<file path="config.mk">
export PLATFORM = sky130hd
export DESIGN_NAME = mem_port_flat
export DESIGN_NICKNAME = d
export VERILOG_FILES = /design/src/rtl/mem_port_if.sv /design/src/rtl/mem_port.sv /design/src/flat_wrapper.sv
export SDC_FILE = /design/constraint.sdc
export NUM_CORES = 1
export LEC_CHECK = 0
export ABC_AREA = 0
export CORE_MARGIN = 5
export CORE_UTILIZATION = 43
export CTS_BUF_LIST = sky130_fd_sc_hd__clkbuf_16
export DETAILED_ROUTE_END_ITERATION = 7
export HOLD_SLACK_MARGIN = 0.05
export PLACE_DENSITY = 0.86
export SLEW_MARGIN = 20
export SYNTH_ARGS = -nofsm -noshare
export SYNTH_HDL_FRONTEND = slang
export SYNTH_SLANG_ARGS = --single-unit
</file>
<file path="constraint.sdc">
create_clock -name clk -period 2.8 [get_ports clk]
set_input_delay 0.56 -clock clk [delete_from_list [all_inputs] [get_ports clk]]
set_output_delay 0.56 -clock clk [all_outputs]
set_load 0.01 [all_outputs]
</file>
<file path="src/rtl/mem_port_if.sv">
// Request, response and ram-side signals of mem_port bundled into one interface.
// slave: seen by mem_port. master: seen by the CPU datapath / ram side.
interface mem_port_if;
  logic        req_valid;
  logic        req_ready;
  logic        req_we;
  logic [1:0]  req_size;
  logic        req_unsigned;
  logic [31:0] req_addr;
  logic [31:0] req_wdata;
  logic        resp_valid;
  logic [31:0] resp_rdata;
  logic        resp_err;
  logic [31:0] ram_addr;
  logic [31:0] ram_din;
  logic        ram_re;
  logic        ram_we;
  logic [31:0] ram_dout;

  modport slave (
    input  req_valid, req_we, req_size, req_unsigned, req_addr, req_wdata, ram_dout,
    output req_ready, resp_valid, resp_rdata, resp_err, ram_addr, ram_din, ram_re, ram_we
  );

  modport master (
    output req_valid, req_we, req_size, req_unsigned, req_addr, req_wdata, ram_dout,
    input  req_ready, resp_valid, resp_rdata, resp_err, ram_addr, ram_din, ram_re, ram_we
  );
endinterface

</file>
<file path="src/rtl/mem_port.sv">
// mem_port: byte/half/word load-store sequencer in front of a word-addressed ram.
// Sub-word stores are read-modify-write. Loads extract and extend the addressed lane.
// Optional feature: define MEM_PORT_MISALIGN_TRAP_EN to trap misaligned half/word
// accesses with resp_err instead of silently aligning them.
module mem_port (
  input  logic       clk,
  input  logic       rst_n,
  mem_port_if.slave  bus
);

  typedef enum logic [2:0] {StIdle, StRd, StCap, StWr, StResp} state_e;

  state_e      state_q, state_d;
  logic        we_q, we_d;
  logic [1:0]  size_q, size_d;
  logic        uns_q, uns_d;
  logic [31:0] addr_q, addr_d;
  logic [31:0] wdata_q, wdata_d;
  logic [31:0] word_q, word_d;
  logic [31:0] rdata_q, rdata_d;
`ifdef MEM_PORT_MISALIGN_TRAP_EN
  logic        err_q, err_d;
`endif

  logic        req_misal;
  logic [31:0] load_ext;
  logic [31:0] wr_word;
  logic [7:0]  ld_byte;
  logic [15:0] ld_half;

  // Misalignment of the incoming request; never flagged when trapping is disabled.
`ifdef MEM_PORT_MISALIGN_TRAP_EN
  always_comb begin
    req_misal = 1'b0;
    if (bus.req_size == 2'b01) req_misal = bus.req_addr[0];
    else if (bus.req_size[1])  req_misal = (bus.req_addr[1:0] != 2'b00);
  end
`else
  assign req_misal = 1'b0;
`endif

  // Lane extraction and extension from the ram word arriving in CAP.
  always_comb begin
    ld_byte  = bus.ram_dout[{addr_q[1:0], 3'b000} +: 8];
    ld_half  = addr_q[1] ? bus.ram_dout[31:16] : bus.ram_dout[15:0];
    load_ext = bus.ram_dout;
    unique case (size_q)
      2'b00:   load_ext = uns_q ? {24'b0, ld_byte} : {{24{ld_byte[7]}}, ld_byte};
      2'b01:   load_ext = uns_q ? {16'b0, ld_half} : {{16{ld_half[15]}}, ld_half};
      default: load_ext = bus.ram_dout;
    endcase
  end

  // Write word: full store data, or the captured word with one lane replaced.
  always_comb begin
    wr_word = word_q;
    unique case (size_q)
      2'b00: wr_word[{addr_q[1:0], 3'b000} +: 8] = wdata_q[7:0];
      2'b01: begin
        if (addr_q[1]) wr_word[31:16] = wdata_q[15:0];
        else           wr_word[15:0]  = wdata_q[15:0];
      end
      default: wr_word = wdata_q;
    endcase
  end

  // Next-state and register updates.
  always_comb begin
    state_d = state_q;
    we_d    = we_q;
    size_d  = size_q;
    uns_d   = uns_q;
    addr_d  = addr_q;
    wdata_d = wdata_q;
    word_d  = word_q;
    rdata_d = rdata_q;
`ifdef MEM_PORT_MISALIGN_TRAP_EN
    err_d   = err_q;
`endif
    unique case (state_q)
      StIdle: begin
        if (bus.req_valid) begin
          we_d    = bus.req_we;
          size_d  = bus.req_size;
          uns_d   = bus.req_unsigned;
          addr_d  = bus.req_addr;
          wdata_d = bus.req_wdata;
`ifdef MEM_PORT_MISALIGN_TRAP_EN
          err_d   = req_misal;
`endif
          if (req_misal) begin
            rdata_d = 32'b0;
            state_d = StResp;
          end else if (!bus.req_we || !bus.req_size[1]) begin
            state_d = StRd;
          end else begin
            state_d = StWr;
          end
        end
      end
      StRd: state_d = StCap;
      StCap: begin
        word_d = bus.ram_dout;
        if (!we_q) begin
          rdata_d = load_ext;
          state_d = StResp;
        end else begin
          state_d = StWr;
        end
      end
      StWr: begin
        rdata_d = 32'b0;
        state_d = StResp;
      end
      StResp:  state_d = StIdle;
      default: state_d = StIdle;
    endcase
  end

  // State and request registers; reset aborts any access in flight.
  always_ff @(posedge clk or negedge rst_n) begin
    if (!rst_n) begin
      state_q <= StIdle;
      we_q    <= 1'b0;
      size_q  <= 2'b00;
      uns_q   <= 1'b0;
      addr_q  <= 32'b0;
      wdata_q <= 32'b0;
      word_q  <= 32'b0;
      rdata_q <= 32'b0;
`ifdef MEM_PORT_MISALIGN_TRAP_EN
      err_q   <= 1'b0;
`endif
    end else begin
      state_q <= state_d;
      we_q    <= we_d;
      size_q  <= size_d;
      uns_q   <= uns_d;
      addr_q  <= addr_d;
      wdata_q <= wdata_d;
      word_q  <= word_d;
      rdata_q <= rdata_d;
`ifdef MEM_PORT_MISALIGN_TRAP_EN
      err_q   <= err_d;
`endif
    end
  end

  // Moore outputs decoded from state and request registers.
  always_comb begin
    bus.req_ready  = (state_q == StIdle);
    bus.ram_re     = (state_q == StRd);
    bus.ram_we     = (state_q == StWr);
    bus.ram_addr   = {2'b00, addr_q[31:2]};
    bus.ram_din    = (state_q == StWr) ? wr_word : 32'b0;
    bus.resp_valid = (state_q == StResp);
    bus.resp_rdata = rdata_q;
`ifdef MEM_PORT_MISALIGN_TRAP_EN
    bus.resp_err   = (state_q == StResp) && err_q;
`else
    bus.resp_err   = 1'b0;
`endif
  end

endmodule
</file>
<file path="src/flat_wrapper.sv">
// flat-port wrapper written by rule: the top's interface ports become plain ports
module mem_port_flat 
  (clk, rst_n, bus_req_valid, bus_req_we, bus_req_size, bus_req_unsigned, bus_req_addr, bus_req_wdata, bus_ram_dout, bus_req_ready, bus_resp_valid, bus_resp_rdata, bus_resp_err, bus_ram_addr, bus_ram_din, bus_ram_re, bus_ram_we);
  mem_port_if bus_i ();
  input  logic clk;
  input  logic rst_n;
  input wire logic [$bits(bus_i.req_valid)-1:0] bus_req_valid;
  input wire logic [$bits(bus_i.req_we)-1:0] bus_req_we;
  input wire logic [$bits(bus_i.req_size)-1:0] bus_req_size;
  input wire logic [$bits(bus_i.req_unsigned)-1:0] bus_req_unsigned;
  input wire logic [$bits(bus_i.req_addr)-1:0] bus_req_addr;
  input wire logic [$bits(bus_i.req_wdata)-1:0] bus_req_wdata;
  input wire logic [$bits(bus_i.ram_dout)-1:0] bus_ram_dout;
  output wire logic [$bits(bus_i.req_ready)-1:0] bus_req_ready;
  output wire logic [$bits(bus_i.resp_valid)-1:0] bus_resp_valid;
  output wire logic [$bits(bus_i.resp_rdata)-1:0] bus_resp_rdata;
  output wire logic [$bits(bus_i.resp_err)-1:0] bus_resp_err;
  output wire logic [$bits(bus_i.ram_addr)-1:0] bus_ram_addr;
  output wire logic [$bits(bus_i.ram_din)-1:0] bus_ram_din;
  output wire logic [$bits(bus_i.ram_re)-1:0] bus_ram_re;
  output wire logic [$bits(bus_i.ram_we)-1:0] bus_ram_we;
  assign bus_i.req_valid = bus_req_valid;
  assign bus_i.req_we = bus_req_we;
  assign bus_i.req_size = bus_req_size;
  assign bus_i.req_unsigned = bus_req_unsigned;
  assign bus_i.req_addr = bus_req_addr;
  assign bus_i.req_wdata = bus_req_wdata;
  assign bus_i.ram_dout = bus_ram_dout;
  assign bus_req_ready = bus_i.req_ready;
  assign bus_resp_valid = bus_i.resp_valid;
  assign bus_resp_rdata = bus_i.resp_rdata;
  assign bus_resp_err = bus_i.resp_err;
  assign bus_ram_addr = bus_i.ram_addr;
  assign bus_ram_din = bus_i.ram_din;
  assign bus_ram_re = bus_i.ram_re;
  assign bus_ram_we = bus_i.ram_we;
  mem_port u_core (.clk(clk), .rst_n(rst_n), .bus(bus_i));
endmodule
</file>
==> impl_metrics.toml, run 1 <==
[power_and_ir_drop]
power_mw = 12.07
vdd_drop_max_mv = 0.5981
power.leakage_nw = 4.089
power_density_nw_per_um2 = 1228

[clock_network]
cts_sinks = 135
cts_buffers = 17
postCtsHoldBufs = 0
cts_buffer_depth = 2
htree_num_levels = 4
path_clk_slew_ps = 60
clockRootBuffer = "clkbuf_16"
cts_tree = "yes"
clock_latency_ps = 420

[critical_path]
critPathCaptureType = "primary output"
critical_path.max_fanout = 4
start_kind = "flip-flop"
reg2reg_slack_ps = 320
cp.arrival_ps = 2280
setup.worst_path.class = "reg -> out"
reg2regPathDepth = 8
rr_startpoint = "u_core.addr_q[1]"
required_ps = 2240
r2r-end = "u_core.bus.resp_rdata[9]"

[global_routing]
antenna_found_initial = 0
track_usage_pct = 23.34
grt_pass1_vias = 5818
grt_pass1_wl_um = 33130
grt_max_degree = 76
overflow = 0

[layout]
area_growth_pct = 43.44
nets = 876
finish.instance_area_sq_um = 9824
stdcell_count = 997
layout-drive-gt1-share_pct = 35.34
antenna_cells = 0

[logic_synthesis]
synth_most_common_cell = "dfrtp_1"
synth-main-ff-cell = "dfrtp_1"
synth_warnings = 0
syn_inst = 577
synth_seq_cells = 135
synth_top_area_share_pct = 49.32
ys_types = 44
synth_edf_count = 0
netlist.top_cell.by_area = "dfrtp_1"
async_flop_share_pct = 100.0
ys_seq_area_share_pct = 49.32
synth_area_per_cell_sq_um = 11.87
netlist_area_sq_um = 6849
netlist_top_cells_count = "dfrtp_1, mux2_2, buf_4"
synth_area_leaders = "dfrtp_1, mux2_2, buf_4, a221oi_1, o22ai_1"

[timing]
hold_violations = 0
setup_viol = 7
min_period_ps = 2843
rsz0062_at_grt = "yes"
min_period_over_period_pct = 101.5
fin_skew_ps = 6.078
slew_headroom_pct = 48.79
slew_viol_final = 0
worst_slack_ps = -43.02
worst_slew_pin_slew_ps = 762.3
max_freq_mhz = 351.7

[drt]
dr.pass1.iters = 7
vias_per_cell = 5.892
drtAntennaViolNets = 0
wire_per_inst_um = 22.13
vias = 5874
drc = 0
finalWirelength_um = 22060
drt_iter0_drc = 571

[status]
status = "complete, but fails checks"
failed_checks = "negative setup slack"

[floorplanning]
core_sq_um = 15770
rows = 46
die-area_sq_um = 18550
fp.dieW_um = 136.2
io_pins = 204
die_y_um = 136.2
start_util_pct = 43.43

[min_path]
worstHoldPathType = "in -> async"

[place]
port_buffers = 200
place.gp.congestion = 0.9131
post_dp_cell_area_sq_um = 8981
placedCellCount = 953
dp_hpwl_um = 15310
pre_cts_ws_ps = -114.4

[job]
max_cap_violations = 0
[timing repair]
action                     4_1_cts  5_1_grt
setup endpoints to repair       32       32
pin swaps                       18       19
resized for setup              115       58
setup buffers                    7        5
[cells in the final DEF, fill, tap and decap left out, drive strengths merged, types with 2 or more instances in the layout]
cell type	count
a211o	5
a211oi	2
a21oi	23
a221o	16
a221oi	24
a222oi	11
a22o	15
a22oi	8
a2bb2oi	2
buf	65
bufinv	6
clkbuf	28
clkdlybuf4s50	167
clkinv	7
clkinvlp	2
conb	3
dfrtp	135
ha	5
inv	17
mux2	116
mux2i	6
nand2	21
nand2b	3
nand3b	2
nor2	7
nor2b	4
nor3	23
nor3b	4
o21ai	21
o22ai	22
or2	2
[worst max-delay path by stage]
stage                     slack (ps)              end        startpoint  cells past startpoint
after CTS                        -40  bus_ram_din[30]  u_core.addr_q[1]                      9
after global routing            -150  bus_ram_din[12]  u_core.addr_q[1]                      9
after global placement           -50  bus_ram_din[31]  u_core.addr_q[0]                      8
after detailed placement        -110  bus_ram_din[30]  u_core.addr_q[1]                      8
final                            -40  bus_ram_din[12]  u_core.addr_q[1]                      9
after floorplan                  110  bus_ram_din[30]  u_core.addr_q[1]                      7
[report_power, final]
| group | internal, mW | switching, mW |
|---|---|---|
| combinational | 3.08 | 2.67 |
| clock | 1.66 | 0.872 |
| sequential | 2.88 | 0.915 |
[area by class of cell]
type / instances / area (sq um)
tap: 216 / 270.3
timing repair buffer: 244 / 2218
inverter: 17 / 63.81
multi-input combinational: 353 / 3234
clock inverter: 15 / 234.0
sequential: 135 / 3378
clock buffer: 17 / 425.4
fill: 1226 / 5946
[flip-flops by register name (all words and copies together), names as in the netlist]
register and cells:
u_core.size_q 2, u_core.uns_q 1, u_core.we_q 1, u_core.wdata_q 32
u_core.word_q 32, u_core.state_q 3, u_core.bus.resp_rdata 32, u_core.addr_q 32
[layer usage]
metal | track usage, % | up-vias | part of all wire, % | routed length (um)
met1 | 30.99 | 2902 | 39 | 8607
li1 | - | 2544 | - | -
met5 | 0 | - | 0 | 0
met2 | 36.24 | 345 | 47 | 10340
met4 | 10.81 | 0 | 4.8 | 1055
met3 | 5.514 | 83 | 9.3 | 2057
[kinds of logic after synthesis]
group,synth area share [%]
other,0.05475
AO/OA/AOI/OAI,16.95
buffers and inverters,7.197
flip-flops,49.32
multiplexers,19.95
AND/OR/NAND/NOR,5.608
adder cells (fa/ha/maj),0.9134
[critical path, stage by stage (launching register included)]
cell and delay, ps:
dfrtp_1 400, buf_4 150, buf_6 120, buf_4 140, nor2b_1 150, and2_4 190, buf_4 140, a222oi_1 320
nor2_1 80, buf_2 150
[per-stage QoR]
stage | hold slack (ps) | utilization (%) | TNS (ps)
final | 169.5 | 62.30 | -211.5
after detailed placement | 471.1 | 56.95 | -524.9
after global routing | 221.1 | 62.30 | -1956
after floorplan | 264.4 | - | 0
after global placement | 462.5 | 56.93 | -296.8
after CTS | 193.7 | 61.98 | -84.24
(Power assumes the default switching activity.)
==> run 2: changes to the inputs <==
- CORE_MARGIN: 5 -> 1.5
==> run 2 against run 1 <==
The flow still finishes with violations (negative setup slack). Cell area is 0.17% lower. Die area down 10%. Setup slack better by 13 ps.
==> impl_metrics.toml, run 2 (same netlist as run 1, synthesis figures left out) <==
[status]
status = "complete, but fails checks"
failed_checks = "negative setup slack"

[critical_path]
cp.arrival_ps = 2270
path_delay_family = "simple AND/OR/NAND/NOR gates"
path_buf_inv = 3
critical_path.max_fanout = 4
reg2regPathDepth = 8
reg2reg_slack_ps = 570
critPathSlowestCell = "dfrtp_1"
critPathCaptureType = "primary output"
start_kind = "flip-flop"
path_cells = "inv_2 -> buf_4 -> ha_4 -> nor2_2 -> and4_4 -> a221oi_1 -> nor3_1 -> dlygate4sd2_1"
setup.worst_path.class = "reg -> out"
required_ps = 2240
cp_slowest_stage_delay_ps = 380
critical_path_depth = 8

[drt]
wire_per_inst_um = 21.33
wl_met2_um = 9732
vias_per_cell = 5.819
wl_met1_um = 8710
vias = 5796
drt_iter0_drc = 597
finalWirelength_um = 21240
wl_met3_um = 1957
routed.top_layer = "met4"
drc = 0
dr.pass1.iters = 7
drtAntennaViolNets = 0

[power_and_ir_drop]
swShare_pct = 37.01
switching_power_mw = 4.428
vdd_drop_max_mv = 0.6097
power_density_nw_per_um2 = 1220
pwr-share-seq_pct = 31.9
intPower_mw = 7.536
power.leakage_nw = 4.101
p_comb_share_pct = 47.8
clkPwrFrac_pct = 20.3

[floorplanning]
io_pins = 204
start_util_pct = 44.56
rows = 45
die-area_sq_um = 16690
core_sq_um = 15370
die_y_um = 129.2
fp.dieW_um = 129.2

[clock_network]
htree_num_levels = 4
cts_sinks = 135
postCtsHoldBufs = 0
clock_latency_ps = 420
path_clk_slew_ps = 60
cts_tree = "yes"
clockRootBuffer = "clkbuf_16"
cts_buffer_depth = 2
cts_buffers = 17

[timing]
min_period_ps = 2830
max_freq_mhz = 353.4
min_period_over_period_pct = 101.1
worst_slew_pin_slew_ps = 799.5
worst_slack_ps = -29.69
setup_tns_ps = -63.47
slew_headroom_pct = 46.29
slew_viol_final = 0
rsz0062_at_grt = "yes"
setup_viol = 4
hold_violations = 0
fin_skew_ps = 4.557

[job]
max_cap_violations = 0

[layout]
finish.instance_area_sq_um = 9808
antenna_cells = 0
layout-drive-gt1-share_pct = 34.39
mostFrequentLayoutCells = "clkdlybuf4s50_1, dfrtp_1, mux2_2"
nets = 880
area_growth_pct = 43.20
final_common_cell = "clkdlybuf4s50_1"

[global_routing]
grt_pass1_wl_um = 31530
grt_pass1_vias = 5598
track_usage_pct = 25.12
overflow = 0
grt_max_degree = 58
antenna_found_initial = 0

[place]
port_buffers = 200
dp_hpwl_um = 14750
post_dp_cell_area_sq_um = 9005
place.gp.congestion = 0.8905

[min_path]
worstHoldPathType = "in -> async"
run 2: per-layer routing:
| metal | track usage, % | up-vias |
|---|---|---|
| met5 | 0 | - |
| met4 | 11.50 | 0 |
| met3 | 5.656 | 58 |
| met2 | 37.89 | 346 |
| met1 | 34.65 | 2826 |
| li1 | - | 2566 |
run 2: final cells by class:
| type | count | area [sq um] |
|---|---|---|
| Clock buffer | 17 | 425.4 |
| Clock inverter | 15 | 209.0 |
| Fill cell | 1142 | 5563 |
| Inverter | 17 | 63.81 |
| Multi-Input combinational cell | 353 | 3204 |
| Sequential cell | 135 | 3378 |
| Tap cell | 211 | 264.0 |
| Timing Repair Buffer | 248 | 2263 |
run 2: power groups by stage:
stage / clock [mW] / sequential [mW] / combinational, mW
3_3_place_gp: 0 / 3.68 / 5.15
4_1_cts: 2.44 / 3.73 / 5.42
6_report: 2.43 / 3.82 / 5.72
5_1_grt: 2.55 / 3.89 / 6.10
3_5_place_dp: 0 / 3.73 / 5.28
2_1_floorplan: 0 / 3.44 / 3.60
run 2: final timing paths:
check | startpoint | endpoint
max | u_core.addr_q[0] | bus_ram_din[23]
min | rst_n | u_core.addr_q[22]
max reg2reg | u_core.addr_q[0] | u_core.bus.resp_rdata[18]
min reg2reg | u_core.bus.resp_rdata[4] | u_core.bus.resp_rdata[4]
max in group asynchronous | rst_n | u_core.addr_q[21]
min in group clk | u_core.bus.resp_rdata[4] | u_core.bus.resp_rdata[4]
run 2: what timing repair did:
| action | CTS | global route |
|---|---|---|
| endpoints found under the setup margin | 32 | 29 |
| setup buffers | 6 | 4 |
| gates resized for setup | 125 | 35 |
| endpoints found under the hold margin | 0 | 0 |
| pin swaps | 18 | 29 |
run 2: per-stage QoR:
stage	power (mW)	util, %	cells	hold WS (ps)	setup WS (ps)
floorplan	7.043	-	579	264.4	106.6
global placement	8.828	58.58	954	464.4	-35.49
detailed placement	9.003	58.58	954	479.0	-103.3
CTS	11.59	63.04	992	109.8	-59.88
global route	12.54	63.81	996	135.6	-142.1
finish	11.96	63.81	996	80.16	-29.69
